### src/rtl/uart_dec_parser.sv
// ASCII decimal line parser between the UART receiver and the FizzBuzz core.
// Turns "digits + CR/LF" lines into WIDTH-bit numbers behind a one-entry valid/ready output register.
module uart_dec_parser #(
  parameter int WIDTH = 16
) (
  input  logic             clk,
  input  logic             rst_n,
  input  logic             i_rx_valid,
  input  logic [7:0]       i_rx_data,
  output logic             o_num_valid,
  output logic [WIDTH-1:0] o_num,
  input  logic             i_num_ready,
  output logic             o_busy,
  output logic             o_err,
  output logic [1:0]       o_err_code
);

  localparam int AW = WIDTH + 4;

  localparam logic [1:0] ERR_NONE = 2'b00;
  localparam logic [1:0] ERR_BAD  = 2'b01;
  localparam logic [1:0] ERR_OVF  = 2'b10;
  localparam logic [1:0] ERR_OVR  = 2'b11;

  typedef enum logic [1:0] {
    ST_IDLE    = 2'd0,
    ST_ACCUM   = 2'd1,
    ST_DISCARD = 2'd2
  } state_t;

  state_t           state_r;
  logic [WIDTH-1:0] acc_r;
  logic [WIDTH-1:0] num_r;
  logic             num_valid_r;
  logic             err_r;
  logic [1:0]       err_code_r;

  logic             is_digit_s;
  logic             is_term_s;
  logic [3:0]       digit_s;
  logic [AW-1:0]    acc_ext_s;
  logic [AW-1:0]    acc_next_s;
  logic             overflow_s;
  logic             accept_s;

  // Byte classification and the widened acc*10+d step with its overflow flag.
  always_comb begin
    is_digit_s = (i_rx_data >= 8'h30) && (i_rx_data <= 8'h39);
    is_term_s  = (i_rx_data == 8'h0A) || (i_rx_data == 8'h0D);
    digit_s    = i_rx_data[3:0];
    acc_ext_s  = {4'b0000, acc_r};
    // acc*10 = acc*8 + acc*2; four spare bits always hold (2**WIDTH-1)*10+9.
    acc_next_s = (acc_ext_s << 3) + (acc_ext_s << 1) + {{(AW-4){1'b0}}, digit_s};
    overflow_s = |acc_next_s[AW-1:WIDTH];
    accept_s   = num_valid_r & i_num_ready;
  end

  // Line parser FSM together with the output entry and the error pulse register.
  always_ff @(posedge clk or negedge rst_n) begin
    if (!rst_n) begin
      state_r     <= ST_IDLE;
      acc_r       <= {WIDTH{1'b0}};
      num_r       <= {WIDTH{1'b0}};
      num_valid_r <= 1'b0;
      err_r       <= 1'b0;
      err_code_r  <= ERR_NONE;
    end else begin
      err_r      <= 1'b0;
      err_code_r <= ERR_NONE;
      if (accept_s) begin
        num_valid_r <= 1'b0;
      end
      if (i_rx_valid) begin
        case (state_r)
          ST_IDLE: begin
            if (is_digit_s) begin
              acc_r   <= {{(WIDTH-4){1'b0}}, digit_s};
              state_r <= ST_ACCUM;
            end else if (!is_term_s) begin
              err_r      <= 1'b1;
              err_code_r <= ERR_BAD;
              state_r    <= ST_DISCARD;
            end
          end
          ST_ACCUM: begin
            if (is_digit_s) begin
              if (overflow_s) begin
                err_r      <= 1'b1;
                err_code_r <= ERR_OVF;
                state_r    <= ST_DISCARD;
              end else begin
                acc_r <= acc_next_s[WIDTH-1:0];
              end
            end else if (is_term_s) begin
              acc_r   <= {WIDTH{1'b0}};
              state_r <= ST_IDLE;
              // A full entry that is not being accepted keeps its value; the new number is lost.
              if (!num_valid_r || accept_s) begin
                num_r       <= acc_r;
                num_valid_r <= 1'b1;
              end else begin
                err_r      <= 1'b1;
                err_code_r <= ERR_OVR;
              end
            end else begin
              err_r      <= 1'b1;
              err_code_r <= ERR_BAD;
              state_r    <= ST_DISCARD;
            end
          end
          ST_DISCARD: begin
            if (is_term_s) begin
              acc_r   <= {WIDTH{1'b0}};
              state_r <= ST_IDLE;
            end
          end
          default: begin
            acc_r   <= {WIDTH{1'b0}};
            state_r <= ST_IDLE;
          end
        endcase
      end
    end
  end

  assign o_num_valid = num_valid_r;
  assign o_num       = num_r;
  assign o_err       = err_r;
  assign o_err_code  = err_code_r;
  assign o_busy      = (state_r != ST_IDLE);

endmodule

### config.mk
export PLATFORM = sky130hd
export DESIGN_NAME = uart_dec_parser
export DESIGN_NICKNAME = d
export VERILOG_FILES = /design/src/rtl/uart_dec_parser.sv
export SDC_FILE = /design/constraint.sdc
export NUM_CORES = 1
export LEC_CHECK = 0
export CORE_ASPECT_RATIO = 0.8
export CORE_MARGIN = 2
export CORE_UTILIZATION = 45
export DETAILED_ROUTE_END_ITERATION = 8
export HOLD_SLACK_MARGIN = 0.05
export PLACE_DENSITY = 0.69
export SLEW_MARGIN = 40
export SYNTH_ARGS = -nofsm -noshare
export SYNTH_HDL_FRONTEND = slang
export SYNTH_SLANG_ARGS = --single-unit
### constraint.sdc
create_clock -name clk -period 4.6 [get_ports clk]
set_input_delay 0.46 -clock clk [delete_from_list [all_inputs] [get_ports clk]]
set_output_delay 0.46 -clock clk [all_outputs]
set_load 0.01 [all_outputs]
==> flow_metrics.env <==
export IMPL_synth_edf_count=0
export IMPL_grt_pass1_wl_um=10140
export IMPL_vdd_ir_drop_max_mv=0.1494
export IMPL_cts_resized=0
export IMPL_hpwl_um=4588
export IMPL_stdcell_area_sq_um=3163
export IMPL_rsz0062_at_grt="no"
export IMPL_num_rows=25
export IMPL_crit_fanout=14
export IMPL_drc=0
export IMPL_insertedDiodeCount=0
export IMPL_layout_worst_path_cycle_share_pct=79.96
export IMPL_fin_nets=338
export IMPL_tns_ps=0
export IMPL_cts_made_buffers=5
export IMPL_clock_fmax_mhz=271.9
export IMPL_via_per_inst=5.648
export IMPL_arrival_ps=3860
export IMPL_syn_instance_count=263
export IMPL_cts_sinks=38
export IMPL_clk_latency_ps=300
export IMPL_skew_ps=4.767
export IMPL_powerDensity_nw_per_um2=210.1
export IMPL_min_delay_path_class="in -> async"
export IMPL_critical_path_buf_inv_count=3
export IMPL_dpl_cell_area_sq_um=3072
export IMPL_grt_max_degree=39
export IMPL_crit_family="compound AO/OA/AOI/OAI gates"
export IMPL_slowest_stage="fa_1"
export IMPL_grt_pass1_vias=2046
export IMPL_required_ps=4790
export IMPL_start_util_pct=46.13
export IMPL_fill_cells=546
export IMPL_antenna_found_initial=0
export IMPL_postCtsHoldBufs=0
export IMPL_final_min_clock_period_ps=3678
export IMPL_dp_slack_ps=606.6
export IMPL_crit_chain="clkdlybuf4s50_1, inv_1, fa_1, inv_1, ha_1, a21o_1, a21oi_1, o221a_2, o41ai_2, mux2i_1, and4_1, o21ai_4, a22o_1"
export IMPL_status="finished, final reports clean"
export IMPL_synth_nets=308
export IMPL_cts_root_buf="clkbuf_8"
export IMPL_die_area_sq_um=6669
export IMPL_gp_congestion=0.9000
export IMPL_crit_top_cell="inv_1"
export IMPL_final_util_pct=53.79
export IMPL_max_slew_margin_pct=57.27
export IMPL_yosysSeqAreaShare_pct=35.06
export IMPL_worstSetupStartpointType="input pin"
export IMPL_io_pins=33
export IMPL_hold_viol=0
export IMPL_end_kind="register"
export IMPL_slowest_delay_ps=580
export IMPL_coreArea_sq_um=5881
export IMPL_cap_violations=0
export IMPL_setup_violations=0
export IMPL_ys_ff_latch=38
export IMPL_num_vias=2118
export IMPL_h_tree_depth=2
export IMPL_critPathKind="in -> reg"
export IMPL_clockBufferDepth=2
export IMPL_die_w_um=90.81
export IMPL_cts_tree="built"
export IMPL_syn_to_final_growth_pct=16.61
export IMPL_portBuffers=32
export IMPL_synthDistinctLibCells=46
export IMPL_path_clk_slew_ps=70
export IMPL_overflow=0
export IMPL_total_leakage_power_uw=0.001460
export IMPL_wl_per_cell_um=16.06
export IMPL_syn_cell_area_sq_um=2713
export IMPL_drv_slew=0
export IMPL_postCtsSetupBuffers=0
export IMPL_finalWorstSetupSlack_ps=921.8
export IMPL_die_y_um=73.45
export IMPL_drive_gt1_share_pct=5.442
export IMPL_drtPass1Iterations=4
export IMPL_tightest_slew_ps=637.4
export IMPL_avgSynthCellArea_sq_um=10.31
export IMPL_synth_async_sr_flop_share_pct=100.0
export IMPL_grt_util_all_layers_pct=19.26
export IMPL_yosys_warnings=0
export IMPL_ant_nets=0
export IMPL_routed_wl_um=6023
export IMPL_drt_iter0_drc=117
export IMPL_ys_flop_type="dfrtp_1"
-- per-layer routing --
metal	GRT usage [%]	vias up	routed length (um)
li1	-	1050	-
met1	27.28	1005	3141
met2	30.68	54	2543
met3	3.590	9	269
met4	5.219	0	68
met5	0	-	0
-- flip-flops by register name, indices dropped and copies added, names as in the netlist --
name	flops
acc_r	16
o_err	1
o_err_code	2
o_num	16
o_num_valid	1
state_r	2
-- final cells by class --
| class | instances | area [sq um] | share of cell area, % |
|---|---|---|---|
| Tap cell | 81 | 101.3 | 3.204 |
| Clock inverter | 1 | 5.005 | 0.1582 |
| Clock buffer | 7 | 86.33 | 2.729 |
| Inverter | 9 | 33.78 | 1.068 |
| Sequential cell | 38 | 950.9 | 30.06 |
| Timing Repair Buffer | 33 | 325.3 | 10.28 |
| Multi-Input combinational cell | 206 | 1660 | 52.49 |
-- cells in the final DEF (no fill, tap or decap), drive strengths merged, types with 7 or more instances in the layout --
master         Yosys  routed
a21oi             22      22
clkdlybuf4s50      0      31
mux2              16      16
nand4             11      11
ha                31      31
nor2              12      12
o21ai             17      17
inv                9       9
nand2             14      14
xor2              10      10
clkbuf             1       7
o2bb2ai           13      13
dfrtp             38      38
-- cells in the mapped netlist (all sizes together) (2+ instances only) --
cell type | count | area, sq um
a211oi | 3 | 22.52
a21boi | 2 | 15.01
a21o | 5 | 37.54
a21oi | 22 | 110.1
a22oi | 2 | 15.01
a32o | 2 | 20.02
and2 | 3 | 18.77
and3 | 2 | 12.51
and4 | 3 | 26.28
buf | 9 | 63.81
dfrtp | 38 | 950.9
fa | 2 | 40.04
ha | 31 | 387.9
inv | 9 | 33.78
mux2 | 16 | 180.2
nand2 | 14 | 52.55
nand2b | 5 | 31.28
nand3 | 4 | 20.02
nand4 | 11 | 83.83
nor2 | 12 | 45.04
nor2b | 3 | 18.77
o211ai | 2 | 15.01
o21ai | 17 | 96.34
o21bai | 4 | 30.03
o2bb2ai | 13 | 113.9
or4 | 2 | 15.01
xnor2 | 3 | 26.28
xor2 | 10 | 87.58
-- final timing paths --
| kind | cells past startpoint | from | to | slack [ps] |
|---|---|---|---|---|
| min in group clk | 1 | o_num[9] | o_num[9] | 490 |
| max in group asynchronous | 1 | rst_n | o_num[8] | 4140 |
| max | 13 | i_rx_data[3] | acc_r[0] | 920 |
| min | 1 | rst_n | o_num[14] | 130 |
| max reg2reg | 12 | acc_r[0] | acc_r[0] | 1190 |
| min reg2reg | 1 | o_num[9] | o_num[9] | 490 |
-- cell families (layout without fill, tap and decap cells) --
family                     after synthesis  count (layout)  share of synthesized area (%)
buffers and inverters                   19              50                          3.736
xor gates and xnor gates                13              13                          4.197
and+or+nand+nor                         62              62                          12.92
muxes                                   17              17                          7.011
AOI/OAI and AO/OA                       81              81                          21.31
DFF                                     38              38                          35.06
adders and majority gates               33              33                          15.77
-- report_power, final --
part | switching (uW) | internal [uW] | total (uW)
registers | 6.66 | 339 | 346
logic | 45.7 | 35.8 | 81.5
clock network | 116 | 121 | 237
total | 169 | 496 | 665
-- metrics by stage --
step | cells | hold slack, ps | power (uW)
floorplan | 263 | 164.4 | 403.1
global route | 375 | 164.4 | 699.6
CTS | 375 | 143.1 | 672.7
finish | 375 | 125.7 | 664.5
detailed placement | 367 | 459.8 | 432.6
global placement | 367 | 467.4 | 433.4
(Power assumes the default switching activity.)
